[config.mk]
export PLATFORM = sky130hd
export DESIGN_NAME = hazard_ctrl
export DESIGN_NICKNAME = d
export VERILOG_FILES = /design/src/rtl/hazard_ctrl.sv
export SDC_FILE = /design/constraint.sdc
export NUM_CORES = 1
export LEC_CHECK = 0
export CORE_MARGIN = 1
export CORE_UTILIZATION = 40
export CTS_BUF_LIST = sky130_fd_sc_hd__clkbuf_4 sky130_fd_sc_hd__clkbuf_8
export DETAILED_ROUTE_END_ITERATION = 10
export PLACE_DENSITY = 0.67
export SLEW_MARGIN = 15
export SYNTH_ARGS = -nofsm -noshare
export SYNTH_HDL_FRONTEND = slang
export SYNTH_HIERARCHICAL = 1
export SYNTH_SLANG_ARGS = --single-unit
export TNS_END_PERCENT = 10
[constraint.sdc]
create_clock -name CLK -period 6.9 [get_ports CLK]
set_clock_uncertainty 0.2 [all_clocks]
set_input_delay 1.38 -clock CLK [delete_from_list [all_inputs] [get_ports CLK]]
set_output_delay 1.38 -clock CLK [all_outputs]
set_load 0.02 [all_outputs]
[src/rtl/hazard_ctrl.sv]
// hazard_ctrl: D-stage hazard / forwarding controller for the 5-stage MIPS pipeline.
// Tracks {valid, dst, tnew, src} for the instructions in E, M and W, derives the
// D-stage freeze, the E-stage bubble and the D-stage forward selects.
// Optional feature macro: MDU_STALL_EN (multiply/divide busy-counter stall).

// Per-source logic: stall decision and forward/bypass select for one D source.
// Stage index in the packed tracker vectors: 0 = E, 1 = M, 2 = W.
module hazard_src (
    input  logic [4:0]      r_i,
    input  logic [1:0]      tuse_i,
    input  logic [2:0]      vld_i,
    input  logic [2:0][4:0] dst_i,
    input  logic [1:0][1:0] tnew_i,
    input  logic [2:0][1:0] src_i,
    output logic            stall_o,
    output logic [2:0]      fsel_o,
    output logic [1:0]      fbyp_o
);
    localparam logic [1:0] SRC_ALU  = 2'b00;
    localparam logic [1:0] SRC_LOAD = 2'b01;
    localparam logic [1:0] SRC_LINK = 2'b10;

    logic [2:0] hit;

    // A stage matches when it holds a live write to this source; $0 never matches.
    always_comb begin
        for (int k = 0; k < 3; k++)
            hit[k] = vld_i[k] && (dst_i[k] == r_i) && (r_i != 5'd0);
    end

    // Stall while the producer in E or M cannot deliver before this source is needed.
    always_comb begin
        stall_o = 1'b0;
        if (tuse_i != 2'd3)
            stall_o = (hit[0] && (tuse_i < tnew_i[0])) ||
                      (hit[1] && (tuse_i < tnew_i[1]));
    end

    // Newest matching stage decides; older stages are shadowed even if they could forward.
    always_comb begin
        fsel_o = 3'b000;
        fbyp_o = 2'b00;
        if (hit[0]) begin
            if (tnew_i[0] == 2'd0 && src_i[0] == SRC_LINK) fsel_o = 3'b100;
        end else if (hit[1]) begin
            case (src_i[1])
                SRC_ALU:  fsel_o = 3'b001;
                SRC_LINK: fsel_o = 3'b101;
                default:  fsel_o = 3'b000;
            endcase
        end else if (hit[2]) begin
            case (src_i[2])
                SRC_ALU:  begin fsel_o = 3'b010; fbyp_o = 2'b01; end
                SRC_LOAD: begin fsel_o = 3'b011; fbyp_o = 2'b01; end
                SRC_LINK: begin fsel_o = 3'b110; fbyp_o = 2'b10; end
                default:  begin fsel_o = 3'b000; fbyp_o = 2'b00; end
            endcase
        end
    end
endmodule

module hazard_ctrl #(
    parameter int MULT_CYC = 5,
    parameter int DIV_CYC  = 10
) (
    input  logic       CLK,
    input  logic       RESET,
    input  logic [4:0] Rs_D,
    input  logic [4:0] Rt_D,
    input  logic [1:0] TuseRs_D,
    input  logic [1:0] TuseRt_D,
    input  logic [4:0] Dst_D,
    input  logic [1:0] Tnew_D,
    input  logic [1:0] Src_D,
    input  logic       Jr_D,
`ifdef MDU_STALL_EN
    input  logic [1:0] MdStart_D,
    input  logic       MdUse_D,
`endif
    output logic       stall,
    output logic       reset_E,
    output logic [2:0] f_Rs_D,
    output logic [2:0] f_Rt_D,
    output logic [2:0] f_jr_D,
    output logic [1:0] f_RD1_D,
    output logic [1:0] f_RD2_D
);
    typedef struct packed {
        logic       vld;
        logic [4:0] dst;
        logic [1:0] tnew;
        logic [1:0] src;
    } trk_t;

    trk_t e_q, e_d, m_q, m_d, w_q, w_d;
    logic md_stall;

    // Tracker advance: E->M->W with tnew counting down to 0; a stall inserts a bubble into E.
    always_comb begin
        m_d      = e_q;
        m_d.tnew = (e_q.tnew == 2'd0) ? 2'd0 : e_q.tnew - 2'd1;
        w_d      = m_q;
        w_d.tnew = (m_q.tnew == 2'd0) ? 2'd0 : m_q.tnew - 2'd1;
        if (stall) e_d = '0;
        else       e_d = '{vld: (Dst_D != 5'd0), dst: Dst_D, tnew: Tnew_D, src: Src_D};
    end

    // Tracker registers; RESET wins over stall.
    always_ff @(posedge CLK) begin
        if (RESET) begin
            e_q <= '0;
            m_q <= '0;
            w_q <= '0;
        end else begin
            e_q <= e_d;
            m_q <= m_d;
            w_q <= w_d;
        end
    end

    // W's remaining tnew is always 0 for legal encodings, so the per-source logic ignores it.
    logic unused_w_tnew;
    assign unused_w_tnew = ^w_q.tnew;

    logic [2:0]      vld;
    logic [2:0][4:0] dst;
    logic [1:0][1:0] tnew;
    logic [2:0][1:0] src;
    logic [1:0][4:0] rsel;
    logic [1:0][1:0] tuse;
    logic [1:0]      stl;
    logic [1:0][2:0] fsel;
    logic [1:0][1:0] fbyp;

    assign vld  = {w_q.vld,  m_q.vld,  e_q.vld};
    assign dst  = {w_q.dst,  m_q.dst,  e_q.dst};
    assign tnew = {m_q.tnew, e_q.tnew};
    assign src  = {w_q.src,  m_q.src,  e_q.src};
    assign rsel = {Rt_D, Rs_D};
    assign tuse = {TuseRt_D, TuseRs_D};

    // Source 0 = rs, source 1 = rt.
    generate
        for (genvar g = 0; g < 2; g++) begin : g_src
            hazard_src u_src (
                .r_i    (rsel[g]),
                .tuse_i (tuse[g]),
                .vld_i  (vld),
                .dst_i  (dst),
                .tnew_i (tnew),
                .src_i  (src),
                .stall_o(stl[g]),
                .fsel_o (fsel[g]),
                .fbyp_o (fbyp[g])
            );
        end
    endgenerate

`ifdef MDU_STALL_EN
    logic [3:0] cnt_q, cnt_d;

    // Busy counter: loads only when the start instruction actually leaves D.
    always_comb begin
        cnt_d = cnt_q;
        if (!stall && MdStart_D == 2'b01)      cnt_d = 4'(MULT_CYC);
        else if (!stall && MdStart_D == 2'b10) cnt_d = 4'(DIV_CYC);
        else if (cnt_q != 4'd0)                cnt_d = cnt_q - 4'd1;
    end

    // Busy counter register.
    always_ff @(posedge CLK) begin
        if (RESET) cnt_q <= 4'd0;
        else       cnt_q <= cnt_d;
    end

    assign md_stall = MdUse_D && (cnt_q != 4'd0);
`else
    logic unused_mdu_params;
    assign unused_mdu_params = ^{MULT_CYC, DIV_CYC};
    assign md_stall = 1'b0;
`endif

    // Output drive: bubble E whenever D is frozen; jr select mirrors the rs select.
    always_comb begin
        stall   = stl[0] | stl[1] | md_stall;
        reset_E = stall;
        f_Rs_D  = fsel[0];
        f_Rt_D  = fsel[1];
        f_jr_D  = Jr_D ? fsel[0] : 3'b000;
        f_RD1_D = fbyp[0];
        f_RD2_D = fbyp[1];
    end
endmodule

## Word level (Yosys, flattened, before mapping)

Index checks and enable logic that the tools add are counted.

- Magnitude comparators: 4
- Bitwise logic cells: 1
- Mux-type cells: 19
- Reduce and logical (&&, ||, !) cells: 28
- $add $sub $neg: 1
- Eq/ne operators: 12

Operator list:

| cell | number |
|---|---|
| 5-bit equality test | 6 |
| 3-bit 2-to-1 mux | 8 |
| 1-bit logical AND | 17 |
| 5-bit nonzero test | 3 |
| 2-bit 2-to-1 mux | 6 |
| 3-bit one-hot mux with 3 select lines | 1 |
| 2-bit less-than comparator | 4 |
| 2-bit equality test (second input constant) | 3 |
| 2-bit logical NOT | 3 |
| 3-bit one-hot mux with 2 select lines | 1 |
| 2-bit OR reduction | 3 |
| 2-bit inequality test (second input constant) | 2 |
| 2-bit one-hot mux with 2 select lines | 1 |
| 2-bit by 1-bit equality test with 1-bit output (second input constant) | 1 |
| 1-bit logical OR | 2 |
| 1-bit 2-to-1 mux | 2 |
| 2-bit by 1-bit subtractor with 2-bit output (second input constant) | 1 |
| 1-bit bitwise OR | 1 |

- Bits in registers: 28
- Output and inout port bits: 15
- Word-level logic and storage cells: 76
- Input port bits: 26

## Depth between registers and ports, before layout

Gate-level depths: netlist of run 1.

- Depth after elaboration: 8
- Gate-level depth with buffers: 7
- Mapped depth without buffers: 6

## Hierarchy

The synthesis of run 1 kept the hierarchy.

By module, submodules not included:

| module | area each (um^2) | seq. area each (um^2) | times used | cells each |
|---|---|---|---|---|
| hazard_src | 436.7 | 0.0 | 2 | 49 |
| hazard_ctrl | 810.8 | 560.5 | 1 | 67 |

## Least setup slack after synthesis of run 1

OpenSTA, ideal clock, no wires.

- Path type: in2out
- From: input port Rs_D[4]
- To: output port f_jr_D[1]
- Path buffers: 0
- Setup slack: 2.131 ns
- Cell stages on the path: 5
- Arrival: 3.189 ns
- Data required time: 5.320 ns
- Path through: or4_4 -> o211ai_4 -> o211ai_2 -> a211oi_1 -> and2_1

- Word-level cells in the longest chain between the ends: 7
- Elaborated cells on any way between the ends: 14
- Classes of those cells: 3 x eq/ne; 4 x mux; 7 x reduce/logical

RTL lines:

| item | RTL line | source |
|---|---|---|
| start: declaration | 68 | `input logic [4:0] Rs_D,` |
| 5-bit equality test | 28 | `hit[k] = vld_i[k] && (dst_i[k] == r_i) && (r_i != 5'd0);` |
| 1-bit logical AND (2 in series) | 28 |  |
| 3-bit 2-to-1 mux | 51 | `end else if (hit[2]) begin` |
| 3-bit 2-to-1 mux | 45 | `end else if (hit[1]) begin` |
| 3-bit 2-to-1 mux * | 43 | `if (hit[0]) begin` |
| net f_Rs_D[1] | 82 | `output logic [2:0] f_Rs_D,` |
| 3-bit 2-to-1 mux * | 189 | `f_jr_D = Jr_D ? fsel[0] : 3'b000;` |
| end: declaration | 84 | `output logic [2:0] f_jr_D,` |

The timed path passes the listed nets; every way through them passes the cells marked *.

## Final worst setup path of run 1

- From: input port Rt_D[3]
- To: output port stall

- Word-level cells in the longest chain between the ends: 7
- Elaborated cells on any way between the ends: 12
- Classes of those cells: 2 x eq/ne; 1 x mux; 1 x bitwise; 8 x reduce/logical

RTL lines:

| item | RTL line | source |
|---|---|---|
| start: declaration | 69 | `input logic [4:0] Rt_D,` |
| 5-bit equality test | 28 |  |
| 1-bit logical AND (2 in series) | 28 |  |
| 1-bit logical AND, on equally long branches | 35, 36 |  |
| 1-bit logical OR * | 35 | `stall_o = (hit[0] && (tuse_i < tnew_i[0])) \|\|` |
| 1-bit 2-to-1 mux * | 34 | `if (tuse_i != 2'd3)` |
| net stl[1] | 131 | `logic [1:0] stl;` |
| 1-bit bitwise OR * | 185 | `stall = stl[0] \| stl[1] \| md_stall;` |
| end: declaration | 80 | `output logic stall,` |

Marked as above.

==> impl_metrics.env, run 1 <==
export IMPL_totalWireLength_microns=3710
export IMPL_syn_inst=165
export IMPL_cts_buffer_depth=2
export IMPL_numCtsBuffers=3
export IMPL_yosys_cell_types_count=36
export IMPL_initialDrtViolationCount=40
export IMPL_worst_r2r_cell_count=6
export IMPL_crit_type="in2out"
export IMPL_synthMuxAreaShare_pct=0
export IMPL_synth_fp_nets=196
export IMPL_ant_nets=0
export IMPL_use_met3_pct=1.03
export IMPL_arrival_ns=4.10
export IMPL_crit_fanout=6
export IMPL_drt_first_pass_iters=4
export IMPL_crit_required_ns=5.32
export IMPL_synth_top_flop_cell="dfxtp_1"
export IMPL_drv_slew=0
export IMPL_die_y_microns=66.9
export IMPL_grt_max_degree=20
export IMPL_fp_row_count=23
export IMPL_synth_edf_count=0
export IMPL_period_share_pct=82.3
export IMPL_async_flop_share_pct=0
export IMPL_synth_top_family_by_area="simple AND/OR/NAND/NOR gates"
export IMPL_core_sq_mm=0.00403
export IMPL_max_stage_delay_ns=0.68
export IMPL_regToRegStartpoint="dst[9]"
export IMPL_clockRootBuffer="clkbuf_8"
export IMPL_met2_usage_pct=31.9
export IMPL_nNetsFinal=237
export IMPL_drc_errors=0
export IMPL_yosysSeqAreaShare_pct=33.3
export IMPL_status="finished clean"
export IMPL_hpwl_microns=3110
export IMPL_worstMarginPinSlew_ns=0.745
export IMPL_hold_viol_final=0
export IMPL_endpoint_kind="output port"
export IMPL_cp_startpoint="Rt_D[3]"
export IMPL_place_inst=251
export IMPL_grt_use_met1_pct=22.2
export IMPL_gp_congestion=0.912
export IMPL_cts_tree="yes"
export IMPL_io_buffers=40
export IMPL_cpMaxStageDelayCell="clkdlybuf4s50_1"
export IMPL_synth_warnings=6
export IMPL_p_leak_nw=0.759
export IMPL_drive_above_1_share_pct=12.7
export IMPL_cts_resized=0
export IMPL_final_cells=254
export IMPL_start_util_pct=41.8
export IMPL_grt_overflow_total=0
export IMPL_slew_headroom_pct=50.2
export IMPL_period_minus_slack_ns=5.68
export IMPL_cts_hold_buf=0
export IMPL_fin_util_pct=53.4
export IMPL_post_cts_setup_buffer_count=0
export IMPL_clk_latency_ns=0.27
export IMPL_hold_path_depth=1
export IMPL_grt_most_used_layer="met2"
export IMPL_cp_cell_sequence="clkdlybuf4s50_1, xnor2_1, nand4_2, a2111oi_0, a2bb2oi_1, or2_2, clkdlybuf4s50_1"
export IMPL_maxCapViolations=0
export IMPL_rsz0062_at_grt="no"
export IMPL_grt_pass1_wl_microns=5910
export IMPL_avgRoutedWirePerCell_microns=14.6
export IMPL_synth_simple_area_share_pct=28.5
export IMPL_cts_max_level=1
export IMPL_clk_pin_slew_ns=0.09
export IMPL_pwr_density_cell_mw_per_mm2=153
export IMPL_viasPerCell=5.19
export IMPL_synth_compound_area_share_pct=15.5
export IMPL_antenna_found_initial=0
export IMPL_dieArea_sq_mm=0.00447
export IMPL_num_vias=1318
export IMPL_worstHoldStart="e_q[1]"
export IMPL_finalSetupTns_ns=0
export IMPL_critPathMostFrequentCell="clkdlybuf4s50_1"
export IMPL_finalSetupViolCount=0
export IMPL_cp_start_kind="input port"
export IMPL_synthTopCellsByArea="dfxtp_1, xnor2_1, nor2b_1, xor2_1, and2_1"
export IMPL_die_w_microns=66.9
export IMPL_synth_xor_area_share_pct=15.6
export IMPL_antenna_cells=0
export IMPL_grt_pass1_vias=1292
export IMPL_numClockSinks=28
export IMPL_fmax_mhz=176
export IMPL_hold_path_class="reg2reg"
export IMPL_area_growth_pct=27.9
export IMPL_synthAdderAreaFrac_pct=3.71
export IMPL_grt_usage_pct=17.7
export IMPL_pin_count=41
export IMPL_yosysTopAreaCell="dfxtp_1"
export IMPL_ys_ff_latch=28
export IMPL_power_mw=0.329
export IMPL_synth_top_area_share_pct=33.3
export IMPL_avgSynthCellArea_sq_um=10.2
export IMPL_ir_worst_vdd_mv=0.101
export IMPL_synthesis_area_sq_mm=0.00168
## layout make-up
cell class	count	area [sq um]
Inverter	6	22.5
Timing Repair Buffer	40	400
Fill cell	382	1880
Tap cell	50	62.6
Clock buffer	3	41.3
Multi-Input combinational cell	127	1070
Sequential cell	28	561
## cells in the mapped netlist, drive strengths merged (3+ instances only)
cell / count
nor2b: 18
nor3: 7
xor2: 8
inv: 6
buf: 4
or2: 5
and2: 12
nand2b: 4
a2111oi: 4
or4: 3
ha: 5
xnor2: 22
nor2: 4
nand4: 4
o211ai: 6
dfxtp: 28
## cell usage in the layout (no fill, tap or decap), types with 4 or more instances in the layout
| cell type | synthesis | layout |
|---|---|---|
| and2_1 | 11 | 11 |
| inv_1 | 6 | 6 |
| nor3_1 | 6 | 6 |
| a2111oi_0 | 4 | 4 |
| clkdlybuf4s50_1 | 0 | 40 |
| nand2b_1 | 4 | 4 |
| dfxtp_1 | 28 | 28 |
| ha_1 | 5 | 5 |
| nor2b_1 | 18 | 18 |
| xor2_1 | 8 | 8 |
| nor2_1 | 4 | 4 |
| or2_2 | 5 | 5 |
| xnor2_1 | 22 | 22 |
| o211ai_2 | 4 | 4 |
## layer usage
layer	routed length, microns	vias up
met4	46	0
met5	0	-
met1	1740	627
met2	1860	26
met3	68	4
li1	-	661
## final timing paths
check,slack [ns],endpoint
setup / recovery,1.22,stall
hold / removal,0.27,m_q[1]
setup reg to reg,4.56,dst[0]
hold reg to reg,0.27,m_q[1]
## through the flow
step / hold WS (ns) / setup WS [ns] / instance area (sq um)
global placement: 0.259 / 1.40 / 2110
global route: 0.302 / 1.20 / 2150
detailed placement: 0.259 / 1.29 / 2110
finish: 0.273 / 1.22 / 2150
CTS: 0.275 / 1.28 / 2150
floorplan: 0.243 / 2.13 / 1680
## state kept, by name, summed over array words and instances (netlist names)
| signal | count |
|---|---|
| src | 2 |
| m_q | 5 |
| vld | 1 |
| e_q | 5 |
| dst | 15 |
## report_power, final
part	total, mW	internal [mW]	switching (mW)	leakage [nW]
clock network	0.0862	0.0391	0.0471	0.0216
registers	0.178	0.169	0.00862	0.231
logic	0.0652	0.0348	0.0304	0.506
## cell families after synthesis
kind of cell / Yosys count
and+or+nand+nor: 67
xor gates and xnor gates: 30
DFF: 28
AOI/OAI and AO/OA: 25
buffers and inverters: 10
adders and majority gates: 5
## critical path: cells and delay by family
kind / cells / cell delay [ns]
buffers and inverters: 2 / 1.28
AO/OA/AOI/OAI: 2 / 0.89
AND/OR/NAND/NOR: 2 / 0.38
XOR/XNOR: 1 / 0.18
Note: power is estimated with default switching activity, not from simulation.
==> inputs of run 2 (changes only) <==
- PLACE_DENSITY: 0.67 -> 0.69
- clock period: 6.9 -> 5 ns (I/O delays scaled with it)
==> run 2 against run 1 <==
Core utilization increased by 1.3 points. Clock power increased by 110%. Non-clock buffer count increased by 3. Register-to-register slack got worse by 1.8 ns. Sequential cell count unchanged. Clock-buffer cell count unchanged. Sequential share of layout area decreased by 0.62 points. Worst setup slack got worse by 0.99 ns. Die area unchanged. Final area increased by 2.4%. Sequential power increased by 38%. Largest cell class unchanged.
==> impl_metrics.env, run 2 (synthesis results as in run 1) <==
export IMPL_clk_latency_ns=0.28
export IMPL_grt_pass1_vias=1306
export IMPL_cts_resized=0
export IMPL_grt_overflow_total=0
export IMPL_fmax_mhz=210
export IMPL_period_minus_slack_ns=4.77
export IMPL_die_y_microns=66.9
export IMPL_grt_usage_pct=18.2
export IMPL_use_met3_pct=1.88
export IMPL_pwr_density_cell_mw_per_mm2=234
export IMPL_nNetsFinal=240
export IMPL_slew_headroom_pct=49.5
export IMPL_grt_use_met1_pct=23.2
export IMPL_dieArea_sq_mm=0.00447
export IMPL_clockRootBuffer="clkbuf_8"
export IMPL_cts_max_level=1
export IMPL_grt_most_used_layer="met2"
export IMPL_fp_row_count=23
export IMPL_start_util_pct=41.8
export IMPL_cts_buffer_depth=2
export IMPL_ant_nets=0
export IMPL_final_cell_mix="clkdlybuf4s50_1, dfxtp_1, xnor2_1"
export IMPL_finalSetupViolCount=0
export IMPL_area_growth_pct=31.0
export IMPL_pin_count=41
export IMPL_hold_viol_final=0
export IMPL_fin_util_pct=54.8
export IMPL_avgRoutedWirePerCell_microns=14.4
export IMPL_antenna_found_initial=0
export IMPL_die_w_microns=66.9
export IMPL_grt_max_degree=20
export IMPL_worstMarginPinSlew_ns=0.754
export IMPL_power_mw=0.515
export IMPL_maxCapViolations=0
export IMPL_drive_above_1_share_pct=14.4
export IMPL_gp_congestion=0.854
export IMPL_ir_worst_vdd_mv=0.122
export IMPL_viasPerCell=5.12
export IMPL_totalWireLength_microns=3710
export IMPL_numClockSinks=28
export IMPL_endpoint_kind="output port"
export IMPL_rsz0062_at_grt="no"
export IMPL_period_share_pct=95.4
export IMPL_post_cts_setup_buffer_count=0
export IMPL_initialDrtViolationCount=69
export IMPL_hpwl_microns=3070
export IMPL_p_leak_nw=0.787
export IMPL_cts_tree="yes"
export IMPL_drv_slew=0
export IMPL_layout_commonest_cell="clkdlybuf4s50_1"
export IMPL_hold_worst_slack_ns=0.279
export IMPL_arrival_ns=3.57
export IMPL_largest_reg_flops=15
export IMPL_grt_pass1_wl_microns=6060
export IMPL_clk_pin_slew_ns=0.09
export IMPL_io_buffers=40
export IMPL_hold_path_class="reg2reg"
export IMPL_finalSetupTns_ns=0
export IMPL_crit_type="in2out"
export IMPL_antenna_cells=0
export IMPL_drc_errors=0
export IMPL_num_vias=1322
export IMPL_core_sq_mm=0.00403
export IMPL_met2_usage_pct=30.8
export IMPL_crit_required_ns=3.80
export IMPL_cts_hold_buf=0
export IMPL_crit_fanout=6
export IMPL_numCtsBuffers=3
export IMPL_cp_start_kind="input port"
export IMPL_status="finished clean"
export IMPL_drt_first_pass_iters=4
==> run 2: stage by stage <==
step | setup WS (ns) | cells | cell area (sq um)
2_1_floorplan | 0.991 | 165 | 1680
3_3_place_gp | 0.282 | 254 | 2130
3_5_place_dp | 0.245 | 254 | 2130
4_1_cts | 0.243 | 258 | 2210
5_1_grt | 0.116 | 258 | 2210
6_report | 0.229 | 258 | 2210
==> run 2: power by group <==
group          internal, mW  leakage [nW]  total [mW]  switching, mW
Clock                 0.107        0.0357       0.178         0.0709
Sequential            0.234         0.231       0.245         0.0115
Combinational        0.0494         0.520      0.0921         0.0426
Total                 0.390         0.787       0.515          0.125
==> run 2: routing by layer <==
layer	up-vias	part of all wire, %
li1	669	-
met1	614	48
met2	33	47
met3	6	2.9
met4	0	2.2
met5	-	0
==> run 2: worst paths after layout <==
path | slack [ns] | depth (start not counted) | endpoint | start
hold reg to reg | 0.28 | 1 | m_q[1] | e_q[1]
hold / removal | 0.28 | 1 | m_q[1] | e_q[1]
setup / recovery | 0.23 | 7 | stall | Rs_D[0]
setup reg to reg | 2.75 | 6 | dst[0] | dst[9]
==> run 2: final cells by class <==
| type | instances | area (sq um) |
|---|---|---|
| clock buffer | 3 | 41.3 |
| fill | 363 | 1820 |
| tap | 50 | 62.6 |
| sequential | 28 | 561 |
| timing repair buffer | 43 | 423 |
| multi-input combinational | 127 | 1070 |
| inverter | 6 | 22.5 |
| clock inverter | 1 | 30.0 |
==> run 2: worst max-delay path: stages <==
cell and delay, ns:
clkdlybuf4s50_1 0.54, or4_4 0.58, o211ai_2 0.29, a2111oi_0 0.13, a2bb2oi_1 0.19, or2_2 0.30
clkdlybuf4s50_1 0.54
==> inputs of run 3 (changes only) <==
- ABC_CLOCK_PERIOD_IN_PS: unset -> 5000
==> results of run 3 <==
Final layout, timing and power as in run 2 (identical DEF).
==> RTL change, RTL diff (flow settings as in run 3) <==
Build with the macro `MDU_STALL_EN` defined.
--- a/src/rtl/hazard_ctrl.sv
+++ b/src/rtl/hazard_ctrl.sv
@@ -5,6 +5,8 @@
 
 // Per-source logic: stall decision and forward/bypass select for one D source.
 // Stage index in the packed tracker vectors: 0 = E, 1 = M, 2 = W.
+`define MDU_STALL_EN
+
 module hazard_src (
     input  logic [4:0]      r_i,
     input  logic [1:0]      tuse_i,
Interface: changed (added MdStart_D and MdUse_D); port bits go from 41 to 44. No check against the original RTL was run, so the function may have changed too.
==> RTL change against run 3 <==
- worst setup slack got worse by 0.062 ns
- cell count increased by 24%
- sequential share of layout area decreased by 1.3 points
- critical path type unchanged
- area after synthesis increased by 20%
- routed wire length increased by 20%
- register-to-register slack got worse by 0.31 ns
- sequential cell count increased by 4
- final area increased by 20%
- critical endpoint is now reset_E
Power is not compared: it rests on default switching activity, and its combinational part moved more than twofold at a synthesized area within 25%.
==> RTL change: results (changes against run 3) <==
| Metric | Value |
|---|---|
| Area grow syn2layout | 30.8% |
| # port buffers | 43 (+7.5%) |
| Crit-path slowest cell | clkdlybuf4s50_1 |
| Iter 0 DRT Violations | 58 (-16%) |
| Status | finished clean |
| Worst r2r dst | cnt_q[0] |
| Cell variety after synth | 47 (+31%) |
| Wirelength per Cell | 13.8 µm (-3.9%) |
| Dpl hpwl | 3550 µm (+16%) |
| Gpl congestion | 0.922 (+8.0%) |
| H-tree Lvls | 2 (+1) |
| Synth cell count leaders | dfxtp_1, xnor2_1, nor2b_1 |
| Worst hold start | e_q[0] |
| Via count | 1,630 (+23%) |
| TritonCTS Buffers | 5 (+2) |
| Met3 Use GR | 0.0373 (+0.0185) |
| Met2 global-route usage | 0.316 (+0.00776) |
| Worst setup path endpoint | reset_E |
| # rows | 25 (+8.7%) |
| Post-synth net total | 238 (+21%) |
| Clock-cell share | 0.0420 (+0.00963) |
| Number of non-clock inverters in the layout | 11 (+5) |
| Largest net degree at the start of global routing | 26 (+30%) |
| Crit path DAT | 3.63 ns (+0.06 ns) |
| Cells after Synth | 202 (+22%) |
| Worst r2r path cells | 8 (+2) |
| Buffers outside the clock class | 51 (+19%) |
| Final #Nets | 289 (+20%) |
| Sequential area share after synthesis | 0.316 (-0.0170) |
| Layout fillers | 441 (+21%) |
| Relative slew margins | 0.344 (-0.152) |
| Area after DPL | 2540 µm² (+19%) |
| Setup slack, reg-to-reg | 2.44 ns (-0.31 ns) |
| Vias in the first global route | 1,640 (+26%) |
| Global-route usage over all layers | 0.189 (+0.00664) |
[RTL change: cell count changes in the layout (fill, tap and decap cells not counted), moves of 3 or more]
cell / change
and3_1: +9
and2_1: -8
buf_4: +5
dfxtp_1: +4
inv_1: +4
clkdlybuf4s50_1: +3
nor2_1: +3
o21ai_0: +3
[RTL change: per-stage QoR]
stage | worst slack, ns | hold slack (ns) | power (µW)
2_1_floorplan | 0.991 | 0.243 | 598
3_3_place_gp | 0.237 | 0.263 | 674
3_5_place_dp | 0.209 | 0.272 | 681
4_1_cts | 0.167 | 0.281 | 932
5_1_grt | 0.0341 | 0.293 | 985
6_report | 0.167 | 0.281 | 921
[RTL change: routing by layer]
layer	share of wire	wire, µm
met4	0.0095	42
met3	0.037	166
met2	0.46	2050
met5	0	0
met1	0.49	2180
[RTL change: cells by family after synthesis]
family / share of synthesized area
mux: 0.00987
fa+ha+maj: 0.0432
compound gates: 0.196
simple gates: 0.252
xor+xnor: 0.134
buf+inv: 0.0500
flops: 0.316
